===== src/rtl/shift_bcd_unit.sv =====
// -----------------------------------------------------------------------------
// shift_bcd_unit
//   Registered one-bit shifter followed by an iterative binary-to-BCD converter
//   (double-dabble, shift-and-add-3) feeding the ALU display path.
//
//   Optional build macro: SSD_DISPLAY_EN
//     When defined, adds active-low seven-segment outputs hex2..hex0 (abcdefg)
//     loaded together with bcd_out. When undefined, those ports do not exist.
//
// Ports
//   clk        in   1          rising-edge clock
//   rst_n      in   1          synchronous active-low reset
//   start      in   1          conversion request, taken only while busy=0
//   op_sel     in   2          00/11 pass-through, 01 logical, 10 arithmetic
//   dir        in   1          1 = shift left, 0 = shift right
//   din        in   DWIDTH     operand, sampled only on the accept edge
//   shift_out  out  DWIDTH     registered shift result
//   bcd_out    out  4*DIGITS   packed BCD of shift_out, digit0 in [3:0]
//   busy       out  1          conversion in progress
//   done       out  1          single-cycle pulse, bcd_out valid from here on
//   hex2..hex0 out  7 each     segment codes (SSD_DISPLAY_EN only)
// -----------------------------------------------------------------------------
module shift_bcd_unit #(
  parameter int DWIDTH = 8,
  parameter int DIGITS = 3
) (
  input  logic                  clk,
  input  logic                  rst_n,
  input  logic                  start,
  input  logic [1:0]            op_sel,
  input  logic                  dir,
  input  logic [DWIDTH-1:0]     din,
  output logic [DWIDTH-1:0]     shift_out,
  output logic [4*DIGITS-1:0]   bcd_out,
  output logic                  busy,
  output logic                  done
`ifdef SSD_DISPLAY_EN
  ,
  output logic [6:0]            hex2,
  output logic [6:0]            hex1,
  output logic [6:0]            hex0
`endif
);

  localparam int BW = 4 * DIGITS;
  localparam int CW = $clog2(DWIDTH + 1);

  typedef enum logic [1:0] {S_IDLE, S_CONV, S_DONE} state_t;

  state_t            state_q, state_d;
  logic [DWIDTH-1:0] shift_out_q, shift_out_d;
  logic [BW-1:0]     bcd_out_q, bcd_out_d;
  logic              busy_q, busy_d;
  logic              done_q, done_d;
  logic [DWIDTH-1:0] bin_q, bin_d;
  logic [BW-1:0]     bcd_work_q, bcd_work_d;
  logic [CW-1:0]     cnt_q, cnt_d;

  logic [DWIDTH-1:0] shift_res;
  logic [BW-1:0]     bcd_adj;

  // One-bit shift of din. Arithmetic left keeps the sign bit and drops the
  // bit just below it; arithmetic right replicates the sign bit.
  always_comb begin
    shift_res = din;
    case (op_sel)
      2'b01: shift_res = dir ? {din[DWIDTH-2:0], 1'b0}
                             : {1'b0, din[DWIDTH-1:1]};
      2'b10: shift_res = dir ? {din[DWIDTH-1], din[DWIDTH-3:0], 1'b0}
                             : {din[DWIDTH-1], din[DWIDTH-1:1]};
      default: shift_res = din;
    endcase
  end

  // Add-3 correction on every nibble that would overflow past 9 after the
  // following doubling.
  genvar gi;
  generate
    for (gi = 0; gi < DIGITS; gi++) begin : g_adj
      assign bcd_adj[4*gi +: 4] = (bcd_work_q[4*gi +: 4] >= 4'd5)
                                  ? bcd_work_q[4*gi +: 4] + 4'd3
                                  : bcd_work_q[4*gi +: 4];
    end
  endgenerate

`ifdef SSD_DISPLAY_EN
  logic [6:0] hex2_q, hex2_d;
  logic [6:0] hex1_q, hex1_d;
  logic [6:0] hex0_q, hex0_d;

  // Zero-extend so digits 2..0 exist regardless of DIGITS.
  logic [BW+11:0] bcd_ext;
  assign bcd_ext = {12'd0, bcd_work_q};

  function automatic logic [6:0] seg7(input logic [3:0] n);
    case (n)
      4'd0:    seg7 = 7'b0000001;
      4'd1:    seg7 = 7'b1001111;
      4'd2:    seg7 = 7'b0010010;
      4'd3:    seg7 = 7'b0000110;
      4'd4:    seg7 = 7'b1001100;
      4'd5:    seg7 = 7'b0100100;
      4'd6:    seg7 = 7'b0100000;
      4'd7:    seg7 = 7'b0001111;
      4'd8:    seg7 = 7'b0000000;
      4'd9:    seg7 = 7'b0000100;
      default: seg7 = 7'b1111111;
    endcase
  endfunction
`endif

  always_comb begin
    state_d     = state_q;
    shift_out_d = shift_out_q;
    bcd_out_d   = bcd_out_q;
    busy_d      = busy_q;
    done_d      = 1'b0;
    bin_d       = bin_q;
    bcd_work_d  = bcd_work_q;
    cnt_d       = cnt_q;
`ifdef SSD_DISPLAY_EN
    hex2_d      = hex2_q;
    hex1_d      = hex1_q;
    hex0_d      = hex0_q;
`endif
    case (state_q)
      S_IDLE: begin
        if (start && !busy_q) begin
          shift_out_d = shift_res;
          bin_d       = shift_res;
          bcd_work_d  = '0;
          cnt_d       = '0;
          busy_d      = 1'b1;
          state_d     = S_CONV;
        end
      end
      S_CONV: begin
        // {bcd,bin} shifted left by one after correction.
        bcd_work_d = {bcd_adj[BW-2:0], bin_q[DWIDTH-1]};
        bin_d      = {bin_q[DWIDTH-2:0], 1'b0};
        cnt_d      = cnt_q + CW'(1);
        if (cnt_q == CW'(DWIDTH - 1)) begin
          state_d = S_DONE;
        end
      end
      S_DONE: begin
        // Outputs are registered here, so done/busy change on the edge that
        // leaves this state; the next start is then taken from IDLE.
        bcd_out_d = bcd_work_q;
        done_d    = 1'b1;
        busy_d    = 1'b0;
        state_d   = S_IDLE;
`ifdef SSD_DISPLAY_EN
        hex2_d    = seg7(bcd_ext[11:8]);
        hex1_d    = seg7(bcd_ext[7:4]);
        hex0_d    = seg7(bcd_ext[3:0]);
`endif
      end
      default: state_d = S_IDLE;
    endcase
  end

  always_ff @(posedge clk) begin
    if (!rst_n) begin
      state_q     <= S_IDLE;
      shift_out_q <= '0;
      bcd_out_q   <= '0;
      busy_q      <= 1'b0;
      done_q      <= 1'b0;
      bin_q       <= '0;
      bcd_work_q  <= '0;
      cnt_q       <= '0;
`ifdef SSD_DISPLAY_EN
      hex2_q      <= 7'b1111111;
      hex1_q      <= 7'b1111111;
      hex0_q      <= 7'b1111111;
`endif
    end else begin
      state_q     <= state_d;
      shift_out_q <= shift_out_d;
      bcd_out_q   <= bcd_out_d;
      busy_q      <= busy_d;
      done_q      <= done_d;
      bin_q       <= bin_d;
      bcd_work_q  <= bcd_work_d;
      cnt_q       <= cnt_d;
`ifdef SSD_DISPLAY_EN
      hex2_q      <= hex2_d;
      hex1_q      <= hex1_d;
      hex0_q      <= hex0_d;
`endif
    end
  end

  assign shift_out = shift_out_q;
  assign bcd_out   = bcd_out_q;
  assign busy      = busy_q;
  assign done      = done_q;
`ifdef SSD_DISPLAY_EN
  assign hex2      = hex2_q;
  assign hex1      = hex1_q;
  assign hex0      = hex0_q;
`endif

endmodule


===== config.mk =====
export PLATFORM = sky130hd
export DESIGN_NAME = shift_bcd_unit
export DESIGN_NICKNAME = d
export VERILOG_FILES = /design/src/rtl/shift_bcd_unit.sv
export SDC_FILE = /design/constraint.sdc
export NUM_CORES = 1
export LEC_CHECK = 0
export BUFFER_PORTS_ARGS = -buffer_cell sky130_fd_sc_hd__buf_4
export CAP_MARGIN = 20
export CORE_MARGIN = 1
export CORE_UTILIZATION = 50
export CTS_CLUSTER_SIZE = 24
export DETAILED_ROUTE_END_ITERATION = 7
export PLACE_DENSITY = 0.75
export SLEW_MARGIN = 0
export SYNTH_ARGS = -nofsm -noshare
export SYNTH_HDL_FRONTEND = slang
export SYNTH_SLANG_ARGS = --single-unit

===== constraint.sdc =====
create_clock -name clk -period 1.54 [get_ports clk]
set_input_delay 0.231 -clock clk [delete_from_list [all_inputs] [get_ports clk]]
set_output_delay 0.231 -clock clk [all_outputs]
set_load 0.05 [all_outputs]

==> impl_metrics.py <==
metrics = {
    "layout": {
        "combined_flip_flop_and_latch_cell_area_sq_um": 966,
        "antenna_cells_inserted": 0,
        "fill_cell_count": 398,
        "finalInstanceArea_sq_um": 2780,
        "multi_input_area_sq_um": 1210,
        "area.growth.synth_to_final_pct": 21.8,
        "nNetsFinal": 327,
        "final_non_filler_cell_total": 356,
        "final_layout_size_suffix_gt1_share_pct": 26.0,
    },
    "placed_design": {
        "dpl_cell_area_sq_um": 2680,
        "detailed_place_hpwl_microns": 3400,
        "dpl.cell_count": 349,
        "io_buffers": 35,
        "place.gp.congestion": 0.815,
    },
    "power_and_ir_drop": {
        "powerDensity_nw_per_um2": 893,
        "power_switching_mw": 0.703,
        "clock_power_share_pct": 28.6,
        "p_sw_share_pct": 28.3,
        "leakage_nw": 1.11,
        "seqPwrFrac_pct": 53.1,
        "total_chip_power_mw": 2.48,
        "comb_power_share_pct": 18.3,
        "internal-power_mw": 1.78,
        "peakVddDrop_uv": 588,
    },
    "yosys": {
        "synth_cell_types": 42,
        "synth-seq-cells": 48,
        "synthesis.instances": 258,
        "syn_area_sq_um": 2280,
        "post-synth-top-area-fraction_pct": 42.1,
        "yosys_warnings": 0,
        "ys_top_cells_by_area": "sky130_fd_sc_hd__dfxtp_1 42%, sky130_fd_sc_hd__nand2_1 6.4%, sky130_fd_sc_hd__a21boi_1 5.6%",
        "post-synth-top-area-cell": "sky130_fd_sc_hd__dfxtp_1",
        "ys_seq_area_share_pct": 42.1,
        "postSynthNetCount": 281,
        "syn_avg_cell_area_sq_um": 8.85,
    },
    "die": {
        "initial_core_util_pct": 52.1,
        "num_io_pins": 36,
        "placementRows": 24,
        "die_area_sq_um": 4840,
        "fp.dieW_microns": 69.6,
        "core_area_sq_um": 4380,
        "die_y_microns": 69.6,
    },
    "routing": {
        "postRouteAntennaNets": 0,
        "drc_errors": 0,
        "wl_per_cell_microns": 13.5,
        "number_of_vias_after_detailed_routing": 1967,
        "drt-total-wl_microns": 4820,
        "viasPerCell": 5.53,
        "initialDrtViolationCount": 84,
        "detailedRoute.firstPassIterationCount": 4,
    },
    "critical_path": {
        "crit-reg2reg-launch": "bcd_work_q[9]",
        "critPathMaxFanout": 3,
        "worst-endpoint-arrival_ns": 1.69,
        "timing.critical_path.from_type": "flop",
        "critPathKind": "flop to flop",
        "endpoint_kind": "flop",
        "startpoint": "bcd_work_q[9]",
        "worstPathRequired_ns": 1.77,
    },
    "timing": {
        "max-slew-margin-rel_pct": 70.4,
        "finalCriticalPeriod_ns": 1.46,
        "timing_hold_violations_final": 0,
        "timing.setup.tns_ns": 0,
        "final.period_utilization_pct": 94.9,
        "max_slew.worst_pin.slew_ns": 0.443,
        "fmaxAchievable_ghz": 0.684,
        "setup_viol": 0,
        "hold_ws_ns": 0.232,
        "final_report_max_slew_violation_count": 0,
        "fin_skew_ns": 0.00702,
    },
    "clock_tree": {
        "ctsHoldBuffers": 0,
        "postCtsSetupBuffers": 0,
        "clock_tree_from_tritoncts": "yes",
        "clock_latency_ns": 0.30,
        "number_of_buffers_on_the_longest_clock_path": 2,
        "cts-buffers-inserted": 5,
        "cts-htree-levels": 2,
        "path_clk_slew_ns": 0.08,
        "clockRootBuffer": "sky130_fd_sc_hd__clkbuf_8",
        "cts.sink_count": 48,
    },
    "global_routing": {
        "track_usage_pct": 21.5,
        "grt_start_max_net_pins": 33,
        "first_pass_grt_wire_length_microns": 8400,
        "grt_overflow_total": 0,
        "antenna_found_initial": 0,
        "via_count_of_the_first_global_routing_pass": 1827,
    },
    "hold_path": {
        "hold_class": "primary input to flop",
        "min-delay-start": "din[0]",
    },
    "outcome": {
        "outcome": "completed",
    },
    "job": {
        "max-cap-violations": 0,
    },
}
## power by group through the flow
stage          logic (mW)  clock network [mW]  registers, mW
2_1_floorplan       0.231                   0           1.42
3_3_place_gp        0.449                   0           1.35
3_5_place_dp        0.454                   0           1.35
4_1_cts             0.454               0.732           1.32
5_1_grt             0.489               0.781           1.33
6_report            0.454               0.709           1.32
## registers in the layout, indices dropped and copies added, names as in the netlist
register	cells
state_q	2
cnt_q	4
busy	1
bcd_out	12
bcd_work_q	12
done	1
shift_out	8
bin_q	8
## metrics by stage
step	setup slack, ns	utilization (%)
finish	0.0785	63.4
global route	-0.00956	63.4
CTS	0.0316	63.0
detailed placement	-0.101	61.1
global placement	-0.0570	61.1
floorplan	0.0912	-
## worst max-delay path, cell delays in order (launching register included)
cell,delay [ns]
sky130_fd_sc_hd__dfxtp_2,0.34
sky130_fd_sc_hd__inv_1,0.06
sky130_fd_sc_hd__ha_1,0.18
sky130_fd_sc_hd__nand2b_1,0.15
sky130_fd_sc_hd__a21oi_2,0.17
sky130_fd_sc_hd__mux2_2,0.36
sky130_fd_sc_hd__o2bb2ai_1,0.13
## final cells by class
type	count	share of cell area, %
inverter	8	1.08
sequential	48	34.7
timing repair buffer	54	15.5
clock inverter	1	0.180
clock buffer	6	2.61
multi-input combinational	187	43.6
tap	52	2.34
## worst paths after layout
path	slack [ns]	to	depth (start not counted)
max	0.08	bcd_work_q[10]	6
min reg2reg	0.45	bcd_out[3]	2
max reg2reg	0.08	bcd_work_q[10]	6
min	0.23	shift_out[0]	3
## kinds of logic after synthesis
kind of cell               after synthesis  synth area share (%)
muxes                                    9                  4.11
buffers and inverters                   23                  5.70
and+or+nand+nor                        101                  22.4
DFF                                     48                  42.1
AOI/OAI and AO/OA                       68                  20.7
adders and majority gates                9                  4.93
## cell usage after synthesis, drive strengths merged
master / n
dfxtp: 48
o2bb2ai: 5
nor3: 3
nand4: 4
ha: 9
nor2b: 9
buf: 10
nand2: 39
nand4b: 1
clkbuf: 5
inv: 8
nand2b: 5
nor2: 18
and3: 1
o21ai: 20
nand3b: 1
and2: 2
and2b: 1
a211oi: 1
mux2i: 6
a22oi: 1
o21a: 1
nor3b: 6
a222oi: 6
mux2: 3
nand3: 11
a21oi: 8
a21boi: 21
o221ai: 3
o21bai: 2
## per-layer routing
metal / track usage, % / routed length [microns] / share of wire (%)
met5: 0 / 0 / 0
met4: 9.07 / 67 / 1.4
met3: 4.65 / 186 / 3.9
met2: 34.3 / 2300 / 48
met1: 28.2 / 2260 / 47
## timing repair
item,4_1_cts,5_1_grt
pin swaps,0,3
gates resized for setup,2,7
gates cloned,0,0
setup endpoints to repair,2,3
## placed cells by master (no fill, tap or decap), types with 5 or more instances in the layout
| cell type | netlist | final |
|---|---|---|
| sky130_fd_sc_hd__nor2b_1 | 7 | 7 |
| sky130_fd_sc_hd__nand2_1 | 39 | 39 |
| sky130_fd_sc_hd__nor2_1 | 18 | 18 |
| sky130_fd_sc_hd__a21boi_1 | 17 | 17 |
| sky130_fd_sc_hd__clkbuf_8 | 0 | 5 |
| sky130_fd_sc_hd__nand3_1 | 11 | 11 |
| sky130_fd_sc_hd__nand2b_1 | 5 | 5 |
| sky130_fd_sc_hd__mux2i_1 | 6 | 6 |
| sky130_fd_sc_hd__buf_4 | 1 | 52 |
| sky130_fd_sc_hd__o21ai_0 | 14 | 14 |
| sky130_fd_sc_hd__ha_1 | 9 | 8 |
| sky130_fd_sc_hd__a222oi_1 | 6 | 6 |
| sky130_fd_sc_hd__inv_1 | 8 | 8 |
| sky130_fd_sc_hd__dfxtp_1 | 48 | 44 |
| sky130_fd_sc_hd__o21ai_1 | 6 | 6 |
(Power assumes the default switching activity.)
